**config.mk**
```make
export PLATFORM = sky130hd
export DESIGN_NAME = instruction_sequencer
export DESIGN_NICKNAME = d
export VERILOG_FILES = /design/src/rtl/instruction_sequencer.sv
export SDC_FILE = /design/constraint.sdc
export NUM_CORES = 1
export LEC_CHECK = 0
export BUFFER_PORTS_ARGS = -buffer_cell sky130_fd_sc_hd__clkbuf_2
export CORE_MARGIN = 10
export CORE_UTILIZATION = 60
export DETAILED_ROUTE_END_ITERATION = 10
export PLACE_DENSITY_LB_ADDON = 0.25
export SYNTH_ARGS = -nofsm -noshare
export SYNTH_HDL_FRONTEND = slang
export SYNTH_SLANG_ARGS = --single-unit
export TNS_END_PERCENT = 30
```
**constraint.sdc**
```tcl
create_clock -name clock_in -period 9.6 [get_ports clock_in]
set_input_delay 0 -clock clock_in [delete_from_list [all_inputs] [get_ports clock_in]]
set_output_delay 0 -clock clock_in [all_outputs]
set_load 0.02 [all_outputs]
```
**src/rtl/instruction_sequencer.sv**
```systemverilog
// Program RAM plus issue FSM that streams 32-bit instruction words to the CPU, one per handshake.
// Optional dependency stall on src1/src2 vs the last issued dest: define ISSUE_HAZARD_STALL_EN.
module instruction_sequencer #(
  parameter int          DEPTH       = 16,
  parameter int          ALU_LATENCY = 2,
  parameter logic [31:0] HALT_WORD   = 32'hFFFF_FFFF,
  localparam int         AW          = $clog2(DEPTH)
) (
  input  logic          clock_in,
  input  logic          reset_in,
  input  logic          load_en_in,
  input  logic [AW-1:0] load_addr_in,
  input  logic [31:0]   load_data_in,
  input  logic          start_in,
  input  logic [AW-1:0] start_addr_in,
  input  logic          stop_in,
  input  logic          instr_ready_in,
  output logic [31:0]   instr_out,
  output logic          instr_valid_out,
  output logic [AW-1:0] pc_out,
  output logic          busy_out,
  output logic          done_out,
  output logic [15:0]   issued_count_out
);

  typedef enum logic [1:0] {IDLE, RUN, DONE} state_t;

  state_t        state_p1, state_n;
  logic [31:0]   mem [DEPTH];
  logic [31:0]   instr_p1, instr_n;
  logic [AW-1:0] pc_p1, pc_n;
  logic [15:0]   count_p1, count_n;
  logic [AW-1:0] pc_inc;
  logic [31:0]   next_word;
  logic [31:0]   start_word;
  logic          write_en;
  logic          accept;
  logic          stall;
  logic          clr_track;

  function automatic logic [15:0] sat_inc16(input logic [15:0] v);
    return (v == 16'hFFFF) ? v : v + 16'd1;
  endfunction

  assign write_en   = load_en_in && (state_p1 != RUN) && !reset_in;
  assign pc_inc     = pc_p1 + AW'(1);
  assign next_word  = mem[pc_inc];
  // A load to the start address in the start cycle must be seen by the first fetch.
  assign start_word = (load_en_in && (load_addr_in == start_addr_in)) ? load_data_in
                                                                      : mem[start_addr_in];

  assign instr_valid_out  = (state_p1 == RUN) && !stall;
  assign accept           = instr_valid_out && instr_ready_in;
  assign instr_out        = instr_p1;
  assign pc_out           = pc_p1;
  assign busy_out         = (state_p1 == RUN);
  assign done_out         = (state_p1 == DONE);
  assign issued_count_out = count_p1;

  always_ff @(posedge clock_in) begin
    if (write_en) mem[load_addr_in] <= load_data_in;
  end

  // ---- stage p1: FSM state and presented word ----
  always_ff @(posedge clock_in) begin
    if (reset_in) state_p1 <= IDLE;
    else          state_p1 <= state_n;
  end

  always_ff @(posedge clock_in) begin
    if (reset_in) begin
      instr_p1 <= 32'd0;
      pc_p1    <= '0;
      count_p1 <= 16'd0;
    end else begin
      instr_p1 <= instr_n;
      pc_p1    <= pc_n;
      count_p1 <= count_n;
    end
  end

  always_comb begin
    state_n   = state_p1;
    instr_n   = instr_p1;
    pc_n      = pc_p1;
    count_n   = count_p1;
    clr_track = 1'b0;
    case (state_p1)
      IDLE, DONE: begin
        if (stop_in) begin
          state_n   = IDLE;
          clr_track = 1'b1;
        end else if (start_in) begin
          pc_n      = start_addr_in;
          instr_n   = start_word;
          count_n   = 16'd0;
          clr_track = 1'b1;
          state_n   = (start_word == HALT_WORD) ? DONE : RUN;
        end
      end
      RUN: begin
        if (accept) begin
          pc_n    = pc_inc;
          instr_n = next_word;
          count_n = sat_inc16(count_p1);
        end
        if (stop_in) begin
          state_n   = IDLE;
          clr_track = 1'b1;
        end else if (accept && (next_word == HALT_WORD)) begin
          state_n = DONE;
        end
      end
      default: state_n = IDLE;
    endcase
  end

`ifdef ISSUE_HAZARD_STALL_EN
  logic [6:0] dest_p1;
  logic [2:0] age_p1;
  logic       track_p1;

  // ---- stage p1: dependency tracking of the last accepted word ----
  always_ff @(posedge clock_in) begin
    if (reset_in || clr_track) begin
      track_p1 <= 1'b0;
      age_p1   <= 3'd0;
    end else if (accept) begin
      track_p1 <= 1'b1;
      age_p1   <= 3'd1;
    end else if (age_p1 != 3'd7) begin
      age_p1 <= age_p1 + 3'd1;
    end
  end

  always_ff @(posedge clock_in) begin
    if (accept) dest_p1 <= instr_p1[17:11];
  end

  assign stall = track_p1 &&
                 ((instr_p1[31:25] == dest_p1) || (instr_p1[24:18] == dest_p1)) &&
                 (age_p1 < 3'(ALU_LATENCY));
`else
  assign stall = 1'b0;
`endif

endmodule

```
**Word-level counts from Yosys, hierarchy flattened**

Memories as Yosys holds them, arrays and structs flattened.
Cells that the tools add are included.

- Add/sub/neg operators: 2
- Eq/ne operators: 13
- Mux-type cells: 22
- Reduce and logical (&&, ||, !) cells: 12

Operators by type and width:

| cell | count |
|---|---|
| $mux 32 | 4 |
| $eq 32x32->1 const B | 2 |
| $mux 16 | 4 |
| $pmux 32 s2 | 1 |
| $pmux 16 s2 | 1 |
| $add 16x1->16 const B | 1 |
| $eq 16x16->1 const B | 1 |
| $mux 4 | 3 |
| $mux 2 | 5 |
| $pmux 4 s2 | 1 |
| $ne 2x2->1 const B | 3 |
| $logic_and 1x1->1 | 5 |
| $reduce_and 5->1 | 1 |
| $add 4x1->4 const B | 1 |
| $eq 4x4->1 | 1 |
| $ne 2x1->1 const B | 2 |
| $pmux 2 s2 | 1 |
| $reduce_and 4->1 | 1 |
| $ne 3x2->1 const B | 1 |
| $ne 3x3->1 const B | 1 |
| $eq 2x1->1 const B | 1 |
| $eq 2x2->1 const B | 1 |
| $logic_not 2->1 | 1 |
| $mux 1 | 2 |
| 4 further kinds | 4 |

- Flip-flop bits (word level): 54
- Bits in writable memories: 512
- Input port bits: 46
- Output and inout port bits: 55
- Word-level logic and storage cells: 54
- Memories: 1

Memory list:

| name | depth | bits a word | rd ports | clocked after Yosys merged registers in | write ports | RTL line | RTL |
|---|---|---|---|---|---|---|---|
| mem | 16 | 32 | 2 | 0 | 1 | 29 | `logic [31:0] mem [DEPTH];` |

**Longest topological paths before layout**

- Depth in word-level cells: 8
- Depth in mapped cells: 14
- Mapped depth without buffers: 10

**Worst setup path before layout**

Ideal clock, no wire load.

- Path type: reg2reg
- Start point: reg state_p1[1]
- End point: mem mem[0][0] (enable)
- Library setup time: 0.461 ns
- Arrival: 3.127 ns
- Data required time: 9.139 ns
- Slack: 6.012 ns
- Stages on the path, launching flop included: 5
- Buffers on the path: 0
- Clock period less this slack: 3.588 ns
- Path through: dfxtp_1 -> nand2b_1 -> nand3b_1 -> or3_1 -> nor3_1

- Word-level cells in the longest chain between the ends: 5

Ends and longest elaborated chain:

| what | RTL line | RTL |
|---|---|---|
| start: declaration | 28 | `state_t state_p1, state_n;` |
| start signal: assignment | 67 | `else state_p1 <= state_n;` |
| $ne 2x1->1 | 45 | `assign write_en = load_en_in && (state_p1 != RUN) && !reset_in;` |
| $logic_and 1x1->1 (2 in a row) | 45 |  |
| $mux 1 | 61 | `if (write_en) mem[load_addr_in] <= load_data_in;` |
| $mux 1 (implied by the code) | 61 |  |
| end: declaration | 29 |  |

Every way passes these cells.

**Final worst setup path**

- Start point: reg pc_p1[0] (netlist: pc_out[0])
- End point: reg state_p1[0]

- Word-level cells in the longest chain between the ends: 6

Ends and longest elaborated chain:

| what | RTL line | RTL |
|---|---|---|
| start: declaration | 31 | `logic [AW-1:0] pc_p1, pc_n;` |
| start signal: assignment | 77 | `pc_p1 <= pc_n;` |
| $add 4x1->4 | 46 | `assign pc_inc = pc_p1 + AW'(1);` |
| $mem_v2 16x32 | -- |  |
| $eq 32x32->1 | 110 | `end else if (accept && (next_word == HALT_WORD)) begin` |
| $logic_and 1x1->1 | 110 |  |
| $ne 3x2->1 (no line) | -- |  |
| $reduce_and 2->1 (no line) | -- |  |

Every way passes these cells.
A chain may end at the register's enable or synchronous reset.

==> results.md <==
Run status:
- The run finished with clean final reports.

STA:
- On the final layout, the worst clock skew is approximately 0.021 ns.
- Derived from the worst setup path, the maximum achievable clock frequency is about 0.19 GHz.
- The worst pin sits at a relative slew slack of 0.270.
- The final number of hold-violating endpoints came to 0.
- At the pin with the least slew margin, the transition time is 1.09 ns.
- Setup repair after global routing left no endpoint under its margin.
- The time the worst path needs with I/O delays and setup is 5.25 ns.
- Setup violations remaining at the end of the flow were counted as 0.
- The period utilization is 0.547.
- The max-slew violation count is 0.
- For the final routed database, the setup TNS stands at 0 ns.

Die:
- In this run the core area contains just under 80 standard-cell rows.
- The floorplan step defined a die boundary enclosing about 0.054 mm².
- The starting density of the core is 0.608.
- From left edge to right edge, the die measures between 200 and 250 µm.
- The die is 232 µm tall.
- The core region is 0.0442 mm².
- The number of top-level design ports is 101.

Setup path:
- The worst setup path is launched from a register.
- STA classifies the critical path endpoint as a register.
- The peak per-stage delay on the critical path is 0.84 ns.
- The critical path in this run is classified as reg -> reg.
- Traced cell by cell, the critical path runs through ha_4 -> xor2_4 -> buf_4 -> buf_4 -> mux2i_1 -> nand4_1 -> nor4_1 -> nand3_1 -> a2bb2oi_1 -> nor3_1 -> dlygate4sd3_1.
- The worst-path cell with the longest stage delay is buf_4.
- The kind of cell adding the most delay to the critical path is buffers and inverters.
- At the worst endpoint, the arrival time is between 5 and 6 ns.
- The buffering stage count on the worst path with inverters included is 3.
- Among the stages of the critical path, the cell type that occurs most often is buf_4.
- Data on the critical path is required at its endpoint by approximately 10 ns.
- The peak fanout along the critical path is 48.

CTS:
- CTS placed an instance of clkbuf_16 at the clock tree root.
- The H-tree depth is 2.
- In this run the deepest clock path goes through 3 buffers.
- The clock latency on the worst-skew pair is approximately 0.63 ns.
- Clock-pin slew was measured on the worst setup and hold paths at about 0.060 ns.
- TritonCTS built the clock tree.
- CTS saw 566 sinks.
- The number of buffers inserted to repair setup after CTS is 0.
- TritonCTS created 58 clock buffers.

Pwr:
- For this design the ratio of total power to cell area is approximately 180 mW/mm².
- The total power of the final layout is around 5600 µW.
- IR analysis of the VDD net gives a maximum drop of ~0.15 mV.
- For this design the static power due to leakage is 0.00977 µW.

GRT:
- The number of antenna violations at the first check in global routing came to 3.
- The via count of the first global-routing pass was ~17,000.
- The all-layer global routing usage is 0.292.
- The first global-routing pass estimated 115,000 µm of wire.
- The total overflow reported by the global router is 0.
- Entering global routing, the biggest net connects slightly above 90 pins.

Logic synthesis:
- For this run, the leading register cell type out of synthesis is edfxtp_1.
- The share of the synthesized area in the top cell type is 0.572.
- Yosys mapped a number of flops with a built-in enable equal to between 500 and 600.
- Synthesis produced a netlist whose cell count is between 1,500 and 2,000.
- The synthesized design contains ~570 register bits.
- During synthesis, Yosys emitted a total of 0 warnings.
- The average cell area after synthesis is 16.7 µm².
- The cell type with the largest total area after synthesis is edfxtp_1.
- In this run the cell area of the synthesized design comes to 0.0269 mm².
- The number of nets in the synthesized netlist is ~1,700.
- The count of distinct cell types in the synthesized netlist is 63.
- In the post-synthesis netlist, the biggest area contributors are edfxtp_1, mux4_2, dfxtp_1.
- The post-synthesis async set-or-reset flop share is 0.
- The part of the Yosys area used for sequential elements is 0.612.

Place:
- The detailed placement HPWL is 46,400 µm.
- The count of input and output buffers is 100.
- Routability-driven placement finished with a final weighted congestion of 0.923.

Route:
- The wire length per cell is 33.1 µm.
- The average vias per placed instance is between 7 and 8.
- The detailed router placed 17,300 vias in this run.
- The starting DRC count in detailed routing is approximately 2,500.
- In the routed design, unresolved DRC markers number 0.
- The routed design has ~79,000 µm of wire.
- The first detailed-routing pass took 5 iterations.
- In this run the remaining antenna-violating nets after routing total 0.

Min path:
- The worst hold-check path type is in -> reg.

Layout:
- The area growth from synthesis to layout is 11.9%.
- The count of nets after finishing is approximately 1,800.
- Of the cells placed in the final design, the portion with a size suffix greater than 1 is 0.274.

Run:
- Across the run, the number of max-cap violations was 0.
[cell usage after synthesis, types with 14 or more instances]
cell type	n
nand2_1	139
nor2_1	95
mux2i_1	105
nor3_1	28
nand4_1	16
dfxtp_1	54
edfxtp_1	512
buf_2	32
mux4_2	216
a21oi_1	37
inv_1	14
a211oi_1	18
clkbuf_1	35
mux4_1	21
buf_4	22
nand3_1	36
o211ai_1	20
a22oi_1	31
[report_power, final]
part           switching, µW  internal (µW)  total, µW  leakage, µW
clock                    936           1250       2190     0.000904
combinational            386            256        642      0.00381
sequential              22.7           2710       2740      0.00505
[final timing paths]
kind | start | slack, ns | endpoint | cells past startpoint
setup / recovery | pc_out[0] | 4.35 | state_p1[0] | 11
hold / removal | start_addr_in[0] | 0.07 | pc_out[0] | 3
hold reg to reg | instr_out[17] | 0.46 | instr_out[17] | 2
setup reg to reg | pc_out[0] | 4.35 | state_p1[0] | 11
[cell families (layout without fill, tap and decap cells)]
| kind of cell | count (synthesis) | count (layout) | share of synthesized area |
|---|---|---|---|
| adder cells (fa/ha/maj) | 2 | 2 | 0.000930 |
| AO/OA/AOI/OAI | 168 | 168 | 0.0437 |
| AND/OR/NAND/NOR | 369 | 369 | 0.0620 |
| other | 0 | 3 | 0 |
| multiplexers | 352 | 352 | 0.245 |
| buffers and inverters | 133 | 303 | 0.0307 |
| flip-flops | 566 | 566 | 0.612 |
| XOR/XNOR | 19 | 19 | 0.00619 |
[worst register-to-register path, delay by kind of cell, from the launching register on]
family                   cells  cell delay [ns]
buffers and inverters        3             1.97
AO/OA/AOI/OAI                1             0.22
multiplexers                 1             0.67
flip-flops                   1             0.67
AND/OR/NAND/NOR              4             1.22
adder cells (fa/ha/maj)      1             0.26
XOR/XNOR                     1             0.14
[per-stage QoR]
| step | std cells | setup slack, ns | hold WS [ns] | utilization | cell area (µm²) |
|---|---|---|---|---|---|
| detailed placement | 2227 | 5.13 | 0.282 | 0.631 | 27900 |
| CTS | 2371 | 4.55 | 0.0520 | 0.681 | 30100 |
| global placement | 2227 | 5.24 | 0.268 | 0.631 | 27900 |
| global route | 2374 | 4.26 | 0.103 | 0.681 | 30100 |
| finish | 2374 | 4.35 | 0.0678 | 0.681 | 30100 |
| floorplan | 1609 | 6.01 | 0.0793 | - | 26900 |
[sequential cells by signal, summed over array words and instances, names as in the netlist]
signal            flops
instr_out            32
issued_count_out     16
pc_out                4
state_p1              2
mem                 512
[metal layers]
layer | up-vias | global-route usage | wire [µm]
met5 | - | 0 | 0
met3 | 244 | 0.0811 | 10800
met2 | 1391 | 0.450 | 36500
met4 | 0 | 0.122 | 3640
met1 | 8779 | 0.390 | 27700
li1 | 6861 | - | -
[layout by cell type, fill, tap and decap left out, types with 13 or more instances in the layout]
master	count
clkbuf_2	98
dfxtp_1	53
a211oi_1	18
edfxtp_1	512
clkbuf_1	16
mux4_2	216
a21oi_1	36
mux4_1	21
nor2_1	82
nor3_1	24
nand4_1	16
mux2i_1	105
dlygate4sd3_1	36
nand2_1	139
a22oi_1	31
nand3_1	36
clkbuf_16	60
o211ai_1	20
inv_1	13
buf_4	43
[final cells by class]
type	instances	area, µm²
Antenna cell	3	7.51
Clock buffer	87	1710
Clock inverter	21	129
Fill cell	2900	14100
Inverter	16	60.1
Multi-Input combinational cell	910	9790
Sequential cell	566	16500
Tap cell	592	741
Timing Repair Buffer	179	1210
[what timing repair did]
| item | in CTS | in global routing |
|---|---|---|
| hold endpoints to repair | 524 | 0 |
| endpoints found under the setup margin | 0 | 0 |
| hold buffers | 36 | 0 |
| gates resized for setup | 0 | 0 |
Note: power is estimated with default switching activity, not from simulation.
